--- src/rtl/morse_keyer_if.sv ---
// Character handshake into the Morse keyer: producer drives valid/data,
// the keyer answers with ready.
interface morse_keyer_if;
  logic       in_valid;
  logic [7:0] in_data;
  logic       in_ready;

  modport master (output in_valid, output in_data, input in_ready);
  modport slave  (input in_valid, input in_data, output in_ready);
endinterface

--- src/rtl/morse_keyer.sv ---
// Buffers ASCII characters in a circular FIFO and keys them out as Morse
// on/off timing, echoing each character as its keying begins.
module morse_keyer #(
  parameter int unsigned DEPTH    = 64,
  parameter int unsigned UNIT_W   = 24,
  parameter int unsigned CHAR_GAP = 3,
  parameter int unsigned WORD_GAP = 7
) (
  input  logic                   clk_24,
  input  logic                   rst_n,
  morse_keyer_if.slave           in_bus,
  input  logic [UNIT_W-1:0]      unit_cycles,
  input  logic                   flush,
  output logic                   key_out,
  output logic                   echo_valid,
  output logic [7:0]             echo_data,
  output logic                   bad_char,
  output logic                   busy,
  output logic [$clog2(DEPTH):0] level
);
  localparam int unsigned AW = $clog2(DEPTH);
  localparam int unsigned PW = AW + 1;
  localparam int unsigned GW = $clog2(WORD_GAP + 4);

  typedef enum logic [2:0] {IDLE, FETCH, MARK, ESPACE, GAP} state_t;

  state_t            state, state_d;
  logic [7:0]        mem [DEPTH];
  logic [PW-1:0]     wr_ptr, rd_ptr;
  logic [7:0]        rd_data;
  logic              full, empty, push, pop;

  logic [UNIT_W-1:0] unit_cnt, cnt_d;
  logic [UNIT_W-1:0] unit_len, len_d;
  logic [GW-1:0]     units, units_d;
  logic [5:0]        pat, pat_d;
  logic [2:0]        elems, elems_d;
  logic              tick;
  logic              key_d, echo_valid_d, bad_d;
  logic [7:0]        echo_data_d;

  logic [5:0]        fetch_pat;
  logic [2:0]        fetch_len;
  logic              fetch_space;

  // ---------------------------------------------------------------- FIFO
  assign level   = wr_ptr - rd_ptr;
  assign full    = (level == PW'(DEPTH));
  assign empty   = (level == '0);
  assign rd_data = mem[rd_ptr[AW-1:0]];
  assign pop     = (state == FETCH) && !flush;
  // A pop frees a slot this cycle, so a full FIFO still takes a write alongside it.
  assign in_bus.in_ready = !full || pop;
  assign push    = in_bus.in_valid && in_bus.in_ready && !flush;
  assign busy    = (state != IDLE) || !empty;

  always_ff @(posedge clk_24) begin
    if (push) mem[wr_ptr[AW-1:0]] <= in_bus.in_data;
  end

  always_ff @(posedge clk_24 or negedge rst_n) begin
    if (!rst_n) begin
      wr_ptr <= '0;
      rd_ptr <= '0;
    end else if (flush) begin
      wr_ptr <= '0;
      rd_ptr <= '0;
    end else begin
      if (push) wr_ptr <= wr_ptr + PW'(1);
      if (pop)  rd_ptr <= rd_ptr + PW'(1);
    end
  end

  // ---------------------------------------------------------------- lookup
  // Returns {pattern, length}; bit i of pattern set = element i is a dash.
  // Length 0 marks an unmappable character.
  function automatic logic [8:0] morse_code(input logic [7:0] ch);
    logic [7:0] up;
    up = (ch >= 8'h61 && ch <= 8'h7a) ? ch - 8'h20 : ch;
    case (up)
      "A": morse_code = {6'b000010, 3'd2};
      "B": morse_code = {6'b000001, 3'd4};
      "C": morse_code = {6'b000101, 3'd4};
      "D": morse_code = {6'b000001, 3'd3};
      "E": morse_code = {6'b000000, 3'd1};
      "F": morse_code = {6'b000100, 3'd4};
      "G": morse_code = {6'b000011, 3'd3};
      "H": morse_code = {6'b000000, 3'd4};
      "I": morse_code = {6'b000000, 3'd2};
      "J": morse_code = {6'b001110, 3'd4};
      "K": morse_code = {6'b000101, 3'd3};
      "L": morse_code = {6'b000010, 3'd4};
      "M": morse_code = {6'b000011, 3'd2};
      "N": morse_code = {6'b000001, 3'd2};
      "O": morse_code = {6'b000111, 3'd3};
      "P": morse_code = {6'b000110, 3'd4};
      "Q": morse_code = {6'b001011, 3'd4};
      "R": morse_code = {6'b000010, 3'd3};
      "S": morse_code = {6'b000000, 3'd3};
      "T": morse_code = {6'b000001, 3'd1};
      "U": morse_code = {6'b000100, 3'd3};
      "V": morse_code = {6'b001000, 3'd4};
      "W": morse_code = {6'b000110, 3'd3};
      "X": morse_code = {6'b001001, 3'd4};
      "Y": morse_code = {6'b001101, 3'd4};
      "Z": morse_code = {6'b000011, 3'd4};
      "0": morse_code = {6'b011111, 3'd5};
      "1": morse_code = {6'b011110, 3'd5};
      "2": morse_code = {6'b011100, 3'd5};
      "3": morse_code = {6'b011000, 3'd5};
      "4": morse_code = {6'b010000, 3'd5};
      "5": morse_code = {6'b000000, 3'd5};
      "6": morse_code = {6'b000001, 3'd5};
      "7": morse_code = {6'b000011, 3'd5};
      "8": morse_code = {6'b000111, 3'd5};
      "9": morse_code = {6'b001111, 3'd5};
      default: morse_code = '0;
    endcase
  endfunction

  assign {fetch_pat, fetch_len} = morse_code(rd_data);
  assign fetch_space = (rd_data == 8'h20);

  // ---------------------------------------------------------------- FSM
  assign tick = (unit_cnt == unit_len - UNIT_W'(1));

  always_ff @(posedge clk_24 or negedge rst_n) begin
    if (!rst_n) begin
      state      <= IDLE;
      unit_cnt   <= '0;
      unit_len   <= UNIT_W'(1);
      units      <= '0;
      pat        <= '0;
      elems      <= '0;
      key_out    <= 1'b0;
      echo_valid <= 1'b0;
      echo_data  <= '0;
      bad_char   <= 1'b0;
    end else begin
      state      <= state_d;
      unit_cnt   <= cnt_d;
      unit_len   <= len_d;
      units      <= units_d;
      pat        <= pat_d;
      elems      <= elems_d;
      key_out    <= key_d;
      echo_valid <= echo_valid_d;
      echo_data  <= echo_data_d;
      bad_char   <= bad_d;
    end
  end

  always_comb begin
    state_d      = state;
    cnt_d        = unit_cnt + UNIT_W'(1);
    len_d        = unit_len;
    units_d      = units;
    pat_d        = pat;
    elems_d      = elems;
    echo_valid_d = 1'b0;
    echo_data_d  = echo_data;
    bad_d        = 1'b0;

    unique case (state)
      IDLE: if (!empty) state_d = FETCH;
      FETCH: begin
        len_d = (unit_cycles == '0) ? UNIT_W'(1) : unit_cycles;
        if (fetch_len != '0) begin
          state_d      = MARK;
          pat_d        = fetch_pat;
          elems_d      = fetch_len;
          units_d      = fetch_pat[0] ? GW'(3) : GW'(1);
          echo_valid_d = 1'b1;
          echo_data_d  = rd_data;
        end else if (fetch_space) begin
          state_d      = GAP;
          units_d      = GW'(WORD_GAP - CHAR_GAP);
          echo_valid_d = 1'b1;
          echo_data_d  = rd_data;
        end else begin
          state_d = IDLE;
          bad_d   = 1'b1;
        end
      end
      MARK: if (tick) begin
        if (units != GW'(1)) begin
          units_d = units - GW'(1);
        end else if (elems != 3'd1) begin
          state_d = ESPACE;
          units_d = GW'(1);
          pat_d   = pat >> 1;
          elems_d = elems - 3'd1;
        end else begin
          state_d = GAP;
          units_d = GW'(CHAR_GAP);
        end
      end
      ESPACE: if (tick) begin
        state_d = MARK;
        units_d = pat[0] ? GW'(3) : GW'(1);
      end
      GAP: if (tick) begin
        if (units != GW'(1)) units_d = units - GW'(1);
        else                 state_d = IDLE;
      end
      default: state_d = IDLE;
    endcase

    // Restarting the count on every state entry keeps each state a whole number of units.
    if (tick || (state_d != state) || (state == IDLE) || (state == FETCH)) cnt_d = '0;

    if (flush) begin
      state_d      = IDLE;
      cnt_d        = '0;
      echo_valid_d = 1'b0;
      echo_data_d  = echo_data;
      bad_d        = 1'b0;
    end

    key_d = (state_d == MARK);
  end

endmodule

--- src/flat_wrapper.sv ---
// flat-port wrapper written by rule: the top's interface ports become plain ports
module morse_keyer_flat 
#(
  parameter int unsigned DEPTH    = 64,
  parameter int unsigned UNIT_W   = 24,
  parameter int unsigned CHAR_GAP = 3,
  parameter int unsigned WORD_GAP = 7
)
  (clk_24, rst_n, unit_cycles, flush, key_out, echo_valid, echo_data, bad_char, busy, level, in_bus_in_valid, in_bus_in_data, in_bus_in_ready);
  morse_keyer_if in_bus_i ();
  input  logic clk_24;
  input  logic rst_n;
  input  logic [UNIT_W-1:0] unit_cycles;
  input  logic flush;
  output logic key_out;
  output logic echo_valid;
  output logic [7:0] echo_data;
  output logic bad_char;
  output logic busy;
  output logic [$clog2(DEPTH):0] level;
  input wire logic [$bits(in_bus_i.in_valid)-1:0] in_bus_in_valid;
  input wire logic [$bits(in_bus_i.in_data)-1:0] in_bus_in_data;
  output wire logic [$bits(in_bus_i.in_ready)-1:0] in_bus_in_ready;
  assign in_bus_i.in_valid = in_bus_in_valid;
  assign in_bus_i.in_data = in_bus_in_data;
  assign in_bus_in_ready = in_bus_i.in_ready;
  morse_keyer #(.DEPTH(DEPTH), .UNIT_W(UNIT_W), .CHAR_GAP(CHAR_GAP), .WORD_GAP(WORD_GAP)) u_core (.clk_24(clk_24), .rst_n(rst_n), .in_bus(in_bus_i), .unit_cycles(unit_cycles), .flush(flush), .key_out(key_out), .echo_valid(echo_valid), .echo_data(echo_data), .bad_char(bad_char), .busy(busy), .level(level));
endmodule
--- config.mk ---
export PLATFORM = sky130hd
export DESIGN_NAME = morse_keyer_flat
export DESIGN_NICKNAME = d
export VERILOG_FILES = /design/src/rtl/morse_keyer_if.sv /design/src/rtl/morse_keyer.sv /design/src/flat_wrapper.sv
export SDC_FILE = /design/constraint.sdc
export NUM_CORES = 1
export LEC_CHECK = 0
export BUFFER_PORTS_ARGS = -buffer_cell sky130_fd_sc_hd__buf_4
export CORE_ASPECT_RATIO = 0.7
export CORE_MARGIN = 2
export CORE_UTILIZATION = 35
export DETAILED_ROUTE_END_ITERATION = 16
export GPL_TIMING_DRIVEN = 1
export SYNTH_ARGS = -nofsm -noshare
export SYNTH_HDL_FRONTEND = slang
export SYNTH_SLANG_ARGS = --single-unit
--- constraint.sdc ---
create_clock -name clk_24 -period 11.3 [get_ports clk_24]
set_input_delay 2.26 -clock clk_24 [delete_from_list [all_inputs] [get_ports clk_24]]
set_output_delay 2.26 -clock clk_24 [all_outputs]
set_load 0.02 [all_outputs]
# [Word-level counts from Yosys, hierarchy flattened]
# Memory sizes are Yosys's and may differ from the RTL's.
# Cells that the tools add are included.
[word_totals] reg_bits=89 ramBits=512 rom_bits=1024 in_bits=36 output_inout_bits=20 elab_cells=122 memories=2
[memory_table] name="(name not given)" depth=128 width=8 read_ports=1 rd_ports_with_merged_regs=0 write_ports=0 line="morse_keyer.sv:80" rtl="case (up)"
[memory_table] name="u_core.mem" depth=64 width=8 read_ports=1 rd_ports_with_merged_regs=0 write_ports=1 line="morse_keyer.sv:28" rtl="logic [7:0] mem [DEPTH];"
[classes] n_addsub=8 magnitude_cmp=2 eq_ne=19 n_mux=53 bitwise_logic=1 reduce_logical=25
[ops] cell="2-to-1 mux 24 bit" n=3
[ops] cell="2-to-1 mux 3 bit" n=14
[ops] cell="2-to-1 mux 4 bit" n=7
[ops] cell="2-to-1 mux 7 bit" n=4
[ops] cell="adder 24 x 1 -> 24 bit (second input constant)" n=1
[ops] cell="== test 24 bit" n=1
[ops] cell="logical NOT 24 bit" n=1
[ops] cell="2-to-1 mux 6 bit" n=4
[ops] cell="2-to-1 mux 8 bit" n=3
[ops] cell="subtractor 24 x 1 -> 24 bit (second input constant)" n=1
[ops] cell="one-hot mux 4 bit (4 select lines)" n=1
[ops] cell="one-hot mux 3 bit (5 select lines)" n=1
[ops] cell="adder 7 x 1 -> 7 bit (second input constant)" n=2
[ops] cell="!= test 2 x 1 -> 1 bit (second input constant)" n=6
[ops] cell="one-hot mux 6 bit (2 select lines)" n=1
[ops] cell="2-to-1 mux 1 bit" n=10
[ops] cell="== test 3 x 2 -> 1 bit (second input constant)" n=3
[ops] cell="2-to-1 mux 9 bit" n=1
[ops] cell="== test 8 x 6 -> 1 bit (second input constant)" n=1
[ops] cell=">= comparator 8 x 7 -> 1 bit (second input constant)" n=1
[ops] cell="<= comparator 8 x 7 -> 1 bit (second input constant)" n=1
[ops] cell="nonzero test 2 bit" n=4
[ops] cell="subtractor 8 x 6 -> 8 bit (second input constant)" n=1
[ops] cell="== test 7 bit (second input constant)" n=1
[ops] cell="other kinds (22)" n=35

# [Logic depth before layout (Yosys ltp)]
# Gate-level depths: netlist of the first run.
# An unclocked memory read counts as a cell.
[logic_depth] word_depth=15 depth_mapped=24 mapped_depth_nobuf=17

# [Worst setup path after synthesis of the first run]
# Ideal clock, no wire load.
[synth_timing] kind="reg-to-output" startpoint="reg u_core.rd_ptr[1]" endpoint="out busy" t_arrival_ns=3.093 required_time_ns=9.040 setup_slack_ns=5.947 stages_incl_launch_ff=15 path_buffers=3 cell_sequence="dfrtp_1 > buf_4 > buf_4 > inv_1 > clkbuf_1 > ha_1 > nor2b_1 > o21ai_0 > nand2b_1 > a21o_1 > a21oi_1 > xnor2_1 > nor4b_1 > nand2b_1 > nand3b_1"
[synth_between] elab_chain_cells=4
[synth_lines] item="from (decl)" line="morse_keyer.sv:29" rtl="logic [PW-1:0] wr_ptr, rd_ptr;"
[synth_lines] item="from (signal assigned)" line="morse_keyer.sv:70" rtl="if (pop) rd_ptr <= rd_ptr + PW'(1);"
[synth_lines] item="subtractor 7 bit" line="morse_keyer.sv:47" rtl="assign level = wr_ptr - rd_ptr;"
[synth_lines] item="named net level[5]" line="flat_wrapper.sv:20" rtl="output logic [$clog2(DEPTH):0] level;"
[synth_lines] item="logical NOT 7 bit" line="morse_keyer.sv:49" rtl="assign empty = (level == '0);"
[synth_lines] item="logical NOT 1 bit" line="morse_keyer.sv:55" rtl="assign busy = (state != IDLE) || !empty;"
[synth_lines] item="logical OR 1 bit" line="morse_keyer.sv:55"
[synth_lines] item="to (decl)" line="flat_wrapper.sv:19" rtl="output logic busy;"
# The timed path passes the listed nets, and every way through them passes these cells.

# [Final worst setup path of the first run]
[layout_timing] startpoint="reg u_core.rd_ptr[1]" endpoint="out busy"
[layout_between] elab_chain_cells=4
[layout_lines] item="subtractor 7 bit" line="morse_keyer.sv:47"
[layout_lines] item="logical NOT 7 bit" line="morse_keyer.sv:49"
[layout_lines] item="logical NOT 1 bit" line="morse_keyer.sv:55"
[layout_lines] item="logical OR 1 bit" line="morse_keyer.sv:55"
# Every way passes these cells.

==> flow_metrics.env, run 1 <==
export IMPL_netlist_area_mm2=0.0262
export IMPL_wl_per_cell_um=25.1
export IMPL_synth_area_leaders="edfxtp_1, mux4_2, dfrtp_1"
export IMPL_layout_drive_gt1_share_pct=17.0
export IMPL_cts_tree="done"
export IMPL_cts_buffer_depth=3
export IMPL_path_clk_slew_ns=0.06
export IMPL_synth_most_common_cell="edfxtp_1"
export IMPL_avgSynthCellArea_um2=15.3
export IMPL_cp_max_fo=39
export IMPL_cts_made_buffers=57
export IMPL_area_delta_synth_final_pct=11.6
export IMPL_synth_largest_area_cell="edfxtp_1"
export IMPL_fillers=6756
export IMPL_ir_worst_vdd_mv=0.136
export IMPL_slew_headroom_pct=24.7
export IMPL_synthFlopType="edfxtp_1"
export IMPL_hold_buffers=0
export IMPL_globalRouteTotalUtil_pct=18.1
export IMPL_ys_warn_count=0
export IMPL_total_power_w=0.00598
export IMPL_report_final_setup_viol=0
export IMPL_clock_fmax_ghz=0.146
export IMPL_synthTopCellsByCount="edfxtp_1, nor2_1, nand2_1"
export IMPL_worst_pin_slew_ns=1.13
export IMPL_rsz0062_at_grt="false"
export IMPL_antenna_found_initial=3
export IMPL_clk_latency_ns=0.66
export IMPL_die_area_mm2=0.0772
export IMPL_place_congestion=0.845
export IMPL_syn_nets=1770
export IMPL_first_pass_iters=5
export IMPL_yosysUniqueCellTypes=90
export IMPL_max_cap_violations=0
export IMPL_htree_num_levels=2
export IMPL_grt_pass1_wl_um=102000
export IMPL_wirelength_um=69600
export IMPL_critical_path_required_ns=9.04
export IMPL_slew_viol_final=0
export IMPL_drt_iter0_markers=1936
export IMPL_fp_row_count=83
export IMPL_yosysSeqAreaShare_pct=67.0
export IMPL_skew_ns=0.0365
export IMPL_grt_max_degree=65
export IMPL_hold_viol_final=0
export IMPL_via_per_inst=5.66
export IMPL_status="finished clean"
export IMPL_core_area_mm2=0.0737
export IMPL_critPathKind="register to output port"
export IMPL_worstHoldPathCells=2
export IMPL_drcViolationCount=0
export IMPL_p_leak_nw=9.54
export IMPL_numClockSinks=600
export IMPL_ff2ff_path_depth=15
export IMPL_finalWorstPathRequiredPeriod_ns=6.85
export IMPL_postRouteAntennaNets=0
export IMPL_vias=15700
export IMPL_ctsRootBufferMaster="clkbuf_16"
export IMPL_io_pins=56
export IMPL_netlist_area_leader_share_pct=58.6
export IMPL_antenna_cells=0
export IMPL_arrival_ns=4.59
export IMPL_die_y_um=233
export IMPL_cp_start_kind="register"
export IMPL_fin_crit_sh_pct=60.7
export IMPL_ctsResizeCount=0
export IMPL_setup_tns_ns=0
export IMPL_cts_setup_buffers=0
export IMPL_port_buffers=55
export IMPL_hold_path_class="register to register"
export IMPL_grt_pass1_vias=15100
export IMPL_synth_seq_cells=600
export IMPL_hpwl_um=45600
export IMPL_cp_end_kind="output port"
export IMPL_synth_edf_count=512
export IMPL_initial_core_util_pct=35.6
export IMPL_die_w_um=331
export IMPL_p_per_area_mw_per_mm2=204
export IMPL_async_flop_share_pct=14.7
export IMPL_fin_nets=1807
export IMPL_grt_overflow=0
export IMPL_netlist_instances=1710
export IMPL_whs_ns=0.497
flip-flops by register name (all words and copies together) (netlist names):
name / flops
u_core.mem: 512
u_core.unit_cnt: 24
u_core.unit_len: 24
u_core.echo_data: 8
u_core.rd_ptr: 7
u_core.wr_ptr: 7
u_core.pat: 5
u_core.units: 4
u_core.elems: 3
u_core.state: 3
u_core.bad_char: 1
u_core.echo_valid: 1
u_core.key_out: 1
routing by layer:
| layer | vias to the layer above | wire length, um | GRT usage [%] |
|---|---|---|---|
| li1 | 6709 | - | - |
| met1 | 8140 | 31700 | 27.4 |
| met2 | 717 | 28800 | 24.5 |
| met3 | 98 | 7700 | 6.09 |
| met4 | 4 | 1320 | 4.34 |
| met5 | - | 26 | 0 |
worst max-delay path, stage by stage (launching register included):
cell	delay [ns]
dfrtp_4	0.87
buf_4	0.69
buf_4	0.51
fa_1	0.29
nor2b_1	0.06
o21ai_0	0.14
nand2b_1	0.11
xor2_1	0.16
nor4b_1	0.43
nand2b_1	0.17
nand3b_1	0.25
buf_4	0.22
final timing paths:
kind	from	endpoint	slack, ns
min in group asynchronous	rst_n	u_core.unit_cnt[1]$_DFF_PN0_	1.61
setup / recovery	u_core.rd_ptr[1]$_DFFE_PN0P_	busy	4.45
hold / removal	u_core.unit_len[23]$_DFFE_PN0P_	u_core.unit_len[23]$_DFFE_PN0P_	0.50
setup reg to reg	u_core.rd_ptr[0]$_DFFE_PN0P_	u_core.pat[3]$_DFFE_PN0P_	4.59
hold reg to reg	u_core.unit_len[23]$_DFFE_PN0P_	u_core.unit_len[23]$_DFFE_PN0P_	0.50
max in group asynchronous	rst_n	u_core.units[2]$_DFFE_PN0P_	8.66
stage by stage:
step	cell area (um^2)	instances	util [%]	setup slack, ns
after detailed placement	27500	2665	37.3	4.58
after floorplan	26200	1710	-	5.95
after global routing	29300	2770	39.7	4.06
after CTS	29300	2770	39.7	4.31
after global placement	27500	2665	37.3	4.66
final	29300	2770	39.7	4.45
power by group:
| part | total [W] | switching [W] | internal, W |
|---|---|---|---|
| clock | 0.00189 | 0.000854 | 0.00103 |
| sequential | 0.00264 | 0.000142 | 0.00249 |
| combinational | 0.00146 | 0.000881 | 0.000582 |
layout by cell type, fill, tap and decap left out, drive strengths merged, types with 7 or more instances in the layout:
cell type,n
mux2i,61
o21ai,44
mux2,36
a22oi,17
dfrtp,87
nand2b,7
buf,66
nor2,156
xnor2,42
and3,12
mux4,102
nand2,151
nand3b,10
edfxtp,512
clkinv,32
or2,7
or3,8
a32oi,8
xor2,28
inv,35
o211ai,13
ha,23
nor4,17
nand4,13
a22o,8
clkbuf,67
a31oi,14
a21oi,29
o22ai,9
nand3,45
nor3,21
a221oi,12
nor2b,11
kinds of logic (layout without fill, tap and decap cells):
kind of cell,Yosys count,after routing,share of synthesized area (%)
buffers and inverters,122,205,2.33
adders and majority gates,24,24,1.17
AOI/OAI and AO/OA,216,216,6.04
muxes,199,199,12.7
DFF,600,600,67.0
and+or+nand+nor,479,479,8.40
xor gates and xnor gates,70,70,2.34
cell type report:
cell class | instances | area, um^2 | area share [%]
multi-input cells | 988 | 8040 | 27.5
clock inverters | 38 | 314 | 1.07
flip-flops and latches | 600 | 17600 | 60.1
repair buffers | 66 | 495 | 1.69
well taps | 977 | 1220 | 4.18
clock buffers | 67 | 1490 | 5.07
inverters | 34 | 128 | 0.436
Power figures use the tool's default switching activity.
==> inputs of run 2 (changes only) <==
clock period = 6 ns   (was 11.3 ns; I/O delays follow)
==> run 2 against run 1 <==
Global-route usage grew 0.42 points. Power grew 92%. Clock skew shrank 0.0091 ns. Cell count increased by 3.7%. Critical endpoint is now u_core.echo_data[4]$_DFFE_PN0P_. Largest power group unchanged.
==> flow_metrics.env, run 2 (same netlist as run 1, synthesis figures left out) <==
export IMPL_status="finished clean"
export IMPL_holdPathEnd="u_core.echo_data[7]$_DFFE_PN0P_"
export IMPL_path_clk_slew_ns=0.06
export IMPL_rsz0062_at_grt="false"
export IMPL_rrSetupSlack_ns=0.43
export IMPL_globalRouteTotalUtil_pct=18.5
export IMPL_vias=15900
export IMPL_clock_fmax_ghz=0.179
export IMPL_critPathMaxStageDelay_ns=0.80
export IMPL_r2r_end="u_core.echo_data[4]$_DFFE_PN0P_"
export IMPL_internal_power_w=0.00798
export IMPL_fp_row_count=83
export IMPL_antenna_found_initial=2
export IMPL_seqPwrFrac_pct=42.9
export IMPL_antenna_cells=0
export IMPL_ir_worst_vdd_mv=0.281
export IMPL_grt_overflow=0
export IMPL_io_pins=56
export IMPL_postRouteAntennaNets=0
export IMPL_fillers=6632
export IMPL_wirelength_um=71100
export IMPL_critPathKind="register to register"
export IMPL_critical_path_required_ns=6.49
export IMPL_via_per_inst=5.54
export IMPL_ctsResizeCount=0
export IMPL_cts_made_buffers=55
export IMPL_place_congestion=0.911
export IMPL_setup_tns_ns=0
export IMPL_finalWorstSetupSlack_ns=0.428
export IMPL_initial_core_util_pct=35.6
export IMPL_max_cap_violations=0
export IMPL_core_area_mm2=0.0737
export IMPL_hold_path_class="register to register"
export IMPL_grt_max_degree=65
export IMPL_final_cell_mix="edfxtp_1, buf_4, nor2_1"
export IMPL_cp_start_kind="register"
export IMPL_cts_tree="done"
export IMPL_arrival_ns=6.06
export IMPL_first_pass_iters=5
export IMPL_grt_pass1_vias=15500
export IMPL_fin_crit_sh_pct=92.9
export IMPL_postLayoutCoreUtil_pct=41.0
export IMPL_worstPathBufferInverterCount=3
export IMPL_dp_cells=2776
export IMPL_slew_viol_final=0
export IMPL_die_w_um=331
export IMPL_wl_per_cell_um=24.8
export IMPL_drt_iter0_markers=1905
export IMPL_worstHoldPathCells=1
export IMPL_drcViolationCount=0
export IMPL_grt_pass1_wl_um=105000
export IMPL_layout_drive_gt1_share_pct=21.9
export IMPL_hold_viol_final=0
export IMPL_finalWorstPathRequiredPeriod_ns=5.57
export IMPL_p_leak_nw=10.1
export IMPL_hold_buffers=0
export IMPL_skew_ns=0.0275
export IMPL_hp_start="u_core.echo_data[7]$_DFFE_PN0P_"
export IMPL_cp_slowest_cell="dfrtp_4"
export IMPL_grt_busiest_layer="met1"
export IMPL_die_area_mm2=0.0772
export IMPL_p_per_area_mw_per_mm2=381
export IMPL_die_y_um=233
export IMPL_fin_nets=1916
export IMPL_swShare_pct=30.6
export IMPL_path_cells="buf_12, and3b_1, a221oi_1, nand3_1, nand3_1, o21a_1, inv_1, ha_1, inv_1, nand2_1, or4_1, o41ai_1, or2_4, o31a_1, a211oi_4, or2_4, o21ai_4, mux2_1"
export IMPL_multi_input_area_mm2=0.00804
export IMPL_slew_headroom_pct=15.2
export IMPL_cp_end_kind="register"
export IMPL_htree_num_levels=2
export IMPL_numClockSinks=600
export IMPL_cts_setup_buffers=0
export IMPL_grtUsageMet2_pct=25.6
export IMPL_p_comb_share_pct=25.1
export IMPL_port_buffers=55
export IMPL_cts_buffer_depth=3
export IMPL_ff_latch_area_mm2=0.0176
export IMPL_p_switching_w=0.00353
export IMPL_area_delta_synth_final_pct=15.3
export IMPL_use_met1_pct=28.0
export IMPL_total_power_w=0.0115
export IMPL_crit_family="compound AO/OA/AOI/OAI gates"
export IMPL_clockPowerShare_pct=32.1
export IMPL_ff2ff_path_depth=18
export IMPL_fin_cells=2873
export IMPL_worst_pin_slew_ns=1.27
export IMPL_final_common_cell="edfxtp_1"
export IMPL_place_ws_ns=0.543
export IMPL_r2r_start="u_core.rd_ptr[1]$_DFFE_PN0P_"
export IMPL_met3_usage_pct=6.14
export IMPL_report_final_setup_viol=0
export IMPL_ctsRootBufferMaster="clkbuf_16"
export IMPL_largest_register_ffs=512
export IMPL_cp_max_fo=30
export IMPL_hpwl_um=47500
export IMPL_clk_latency_ns=0.63
## run 2: cell count changes in the layout (fill, tap and decap cells not counted), sizes merged
cell and delta:
inv -1, clkinv -11, buf +111, clkbuf -7
bufinv +6, clkinvlp +5
## run 2: layout make-up
class	instances	share of cell area, %
Tap cell	977	4.04
Sequential cell	600	58.2
Clock inverter	37	1.59
Timing Repair Buffer	177	4.56
Clock buffer	60	4.61
Multi-Input combinational cell	988	26.6
Inverter	34	0.422
## run 2: per-layer routing
| metal | wire, um | part of all wire [%] | up-vias |
|---|---|---|---|
| li1 | - | - | 6911 |
| met1 | 32300 | 45 | 8152 |
| met2 | 29700 | 42 | 771 |
| met3 | 8000 | 11 | 85 |
| met4 | 1110 | 1.6 | 2 |
| met5 | 13 | 0.018 | - |
## run 2: worst max path at each step
stage                                      start                         endpoint  slack (ns)  cells after the start
floorplan           u_core.rd_ptr[1]$_DFFE_PN0P_  u_core.echo_data[0]$_DFFE_PN0P_        1.04                     23
global placement    u_core.rd_ptr[1]$_DFFE_PN0P_  u_core.echo_data[4]$_DFFE_PN0P_        0.65                     17
detailed placement  u_core.rd_ptr[1]$_DFFE_PN0P_  u_core.echo_data[4]$_DFFE_PN0P_        0.54                     18
CTS                 u_core.rd_ptr[1]$_DFFE_PN0P_  u_core.echo_data[4]$_DFFE_PN0P_        0.52                     18
global route        u_core.rd_ptr[1]$_DFFE_PN0P_  u_core.echo_data[0]$_DFFE_PN0P_        0.21                     18
finish              u_core.rd_ptr[1]$_DFFE_PN0P_  u_core.echo_data[4]$_DFFE_PN0P_        0.43                     18
## run 2: worst reg2reg max path, stage by stage, from the launching register on
cell and delay, ns:
dfrtp_4 0.80, buf_12 0.33, and3b_1 0.27, a221oi_1 0.49
nand3_1 0.22, nand3_1 0.14, o21a_1 0.24, inv_1 0.15
ha_1 0.26, inv_1 0.10, nand2_1 0.07, or4_1 0.42
o41ai_1 0.29, or2_4 0.21, o31a_1 0.28, a211oi_4 0.11
or2_4 0.34, o21ai_4 0.35, mux2_1 0.37
## run 2: metrics by stage
stage,cell area (um^2),hold WS [ns]
finish,30200,0.497
floorplan,26200,0.465
global placement,28400,0.482
global route,30200,0.527
CTS,30200,0.501
detailed placement,28400,0.482
## run 2: power by group through the flow
| stage | combinational (W) | clock, W | sequential, W |
|---|---|---|---|
| 2_1_floorplan | 0.00199 | 0 | 0.00493 |
| 3_3_place_gp | 0.00282 | 0 | 0.00501 |
| 3_5_place_dp | 0.00285 | 0 | 0.00502 |
| 4_1_cts | 0.00287 | 0.00375 | 0.00493 |
| 5_1_grt | 0.00313 | 0.00392 | 0.00496 |
| 6_report | 0.00288 | 0.00369 | 0.00494 |
==> inputs of run 3 (changes only) <==
CAP_MARGIN = 20   (was not set)
clock period = 5.8 ns   (was 6 ns; I/O delays follow)
==> run 3 against run 2 <==
Sequential power up 3%. Critical endpoint is now u_core.mem[61][4]$_DFFE_PP_. Critical path type unchanged. Clock power grew 4%. Cell count fell by 0.31%. Sequential share of layout area increased by 0.27 points. Largest cell class unchanged. Routed wire length down 2.4%.
==> flow_metrics.env, run 3 (same netlist as run 1, synthesis figures left out) <==
export IMPL_grt_max_degree=65
export IMPL_r2r_start="u_core.rd_ptr[2]$_DFFE_PN0P_"
export IMPL_arrival_ns=5.66
export IMPL_r2r_end="u_core.mem[61][4]$_DFFE_PP_"
export IMPL_final_common_cell="edfxtp_1"
export IMPL_ir_worst_vdd_mv=0.266
export IMPL_hold_path_class="register to register"
export IMPL_antenna_cells=0
export IMPL_die_w_um=331
export IMPL_status="finished clean"
export IMPL_p_switching_w=0.00365
export IMPL_largest_register_ffs=512
export IMPL_critPathKind="register to register"
export IMPL_layout_drive_gt1_share_pct=21.5
export IMPL_ff2ff_path_depth=13
export IMPL_cp_slowest_cell="dfrtp_4"
export IMPL_finalWorstPathRequiredPeriod_ns=5.42
export IMPL_finalInstanceArea_mm2=0.0301
export IMPL_total_power_w=0.0119
export IMPL_slew_viol_final=0
export IMPL_port_buffers=55
export IMPL_setup_tns_ns=0
export IMPL_hpwl_um=46600
export IMPL_vias=15800
export IMPL_drcViolationCount=0
export IMPL_worstHoldPathCells=1
export IMPL_place_area_mm2=0.0282
export IMPL_swShare_pct=30.7
export IMPL_globalRouteTotalUtil_pct=17.9
export IMPL_hold_viol_final=0
export IMPL_die_area_mm2=0.0772
export IMPL_clk_latency_ns=0.62
export IMPL_critical_path_required_ns=6.04
export IMPL_skew_ns=0.0182
export IMPL_postRouteAntennaNets=0
export IMPL_p_comb_share_pct=24.8
export IMPL_cts_made_buffers=57
export IMPL_numClockSinks=600
export IMPL_cp_end_kind="register"
export IMPL_worst_pin_slew_ns=0.964
export IMPL_wl_per_cell_um=24.2
export IMPL_slew_headroom_pct=35.6
export IMPL_critPathMaxStageDelay_ns=0.95
export IMPL_internal_power_w=0.00825
export IMPL_p_leak_nw=10.1
export IMPL_path_clk_slew_ns=0.06
export IMPL_wirelength_um=69400
export IMPL_fp_row_count=83
export IMPL_fillers=6637
export IMPL_p_per_area_mw_per_mm2=395
export IMPL_whs_ns=0.497
export IMPL_antenna_found_initial=2
export IMPL_drt_iter0_markers=1893
export IMPL_rrSetupSlack_ns=0.38
export IMPL_report_final_setup_viol=0
export IMPL_path_cells="buf_4, inv_2, ha_1, nor2b_1, o21ai_0, nand2b_1, xor2_1, nor4b_1, o211ai_1, nand2_1, nor3_1, nand3_1, nor2_1"
export IMPL_cts_tree="done"
export IMPL_hold_buffers=0
export IMPL_io_pins=56
export IMPL_fin_crit_sh_pct=93.4
export IMPL_cp_start_kind="register"
export IMPL_fin_nets=1899
export IMPL_area_delta_synth_final_pct=14.7
export IMPL_cp_max_fo=45
export IMPL_ctsRootBufferMaster="clkbuf_16"
export IMPL_htree_num_levels=2
export IMPL_cts_buffer_depth=3
export IMPL_clockPowerShare_pct=32.3
export IMPL_cts_setup_buffers=0
export IMPL_place_congestion=0.858
export IMPL_holdPathEnd="u_core.echo_data[1]$_DFFE_PN0P_"
export IMPL_initial_core_util_pct=35.6
export IMPL_max_cap_violations=0
export IMPL_grt_pass1_vias=15100
export IMPL_ctsResizeCount=0
export IMPL_first_pass_iters=5
export IMPL_grt_pass1_wl_um=102000
export IMPL_core_area_mm2=0.0737
export IMPL_via_per_inst=5.53
export IMPL_grt_overflow=0
export IMPL_rsz0062_at_grt="false"
export IMPL_hp_start="u_core.echo_data[1]$_DFFE_PN0P_"
export IMPL_clock_fmax_ghz=0.185
export IMPL_die_y_um=233
export IMPL_final_cell_mix="edfxtp_1, buf_4, nor2_1"
export IMPL_seqPwrFrac_pct=42.9
==> run 3: changes by cell type in the layout (fill, tap and decap cells not counted) <==
cell and delta:
clkinv_1 -2, clkbuf_1 +3, clkinvlp_2 -2, inv_6 +2
clkinv_4 -1, clkinv_2 +9, buf_12 -2, clkinv_8 -2
clkinvlp_4 +3, buf_4 -17, bufinv_16 -2, clkbuf_16 +2
==> run 3: per-stage QoR <==
stage	setup slack, ns	util [%]	cells
after floorplan	0.836	-	1710
after global placement	0.392	38.2	2757
after detailed placement	0.370	38.2	2757
after CTS	0.347	40.8	2864
after global routing	0.00596	40.8	2864
final	0.380	40.8	2864
==> run 3: worst max-delay path, delay by kind of cell (launching register included) <==
| family | cells | cell delay [ns] |
|---|---|---|
| AOI/OAI and AO/OA | 2 | 0.37 |
| buffers and inverters | 2 | 0.50 |
| adders and majority gates | 1 | 0.39 |
| xor gates and xnor gates | 1 | 0.33 |
| DFF | 1 | 0.95 |
| and+or+nand+nor | 7 | 2.45 |
==> run 3: cell type report <==
type                            count  area, um^2  area share [%]
Clock buffer                       65        1460            4.84
Clock inverter                     42         448            1.49
Inverter                           34         128           0.424
Multi-Input combinational cell    988        8040            26.7
Sequential cell                   600       17600            58.5
Tap cell                          977        1220            4.06
Timing Repair Buffer              158        1210            4.03
==> run 3: routing by layer <==
metal | vias up | track usage (%) | wire length [um]
met4 | 2 | 3.96 | 1370
li1 | 6894 | - | -
met1 | 8210 | 27.5 | 32200
met5 | - | 0 | 11
met2 | 646 | 24.7 | 29100
met3 | 95 | 5.32 | 6840
==> run 3: power groups by stage <==
stage / combinational, W / clock (W) / sequential, W
floorplan: 0.00206 / 0 / 0.00510
global placement: 0.00291 / 0 / 0.00518
detailed placement: 0.00292 / 0 / 0.00519
CTS: 0.00294 / 0.00392 / 0.00510
global route: 0.00319 / 0.00407 / 0.00513
finish: 0.00295 / 0.00384 / 0.00510
==> run 3: worst max path at each step <==
stage                                 startpoint                              end  slack (ns)  cells past startpoint
floorplan           u_core.rd_ptr[1]$_DFFE_PN0P_  u_core.echo_data[0]$_DFFE_PN0P_        0.84                     23
global placement    u_core.rd_ptr[2]$_DFFE_PN0P_      u_core.mem[44][4]$_DFFE_PP_        0.39                     13
detailed placement  u_core.rd_ptr[2]$_DFFE_PN0P_      u_core.mem[61][4]$_DFFE_PP_        0.37                     13
CTS                 u_core.rd_ptr[2]$_DFFE_PN0P_                             busy        0.35                     12
global route        u_core.rd_ptr[0]$_DFFE_PN0P_        u_core.pat[3]$_DFFE_PN0P_       0.006                     18
finish              u_core.rd_ptr[2]$_DFFE_PN0P_      u_core.mem[61][4]$_DFFE_PP_        0.38                     13
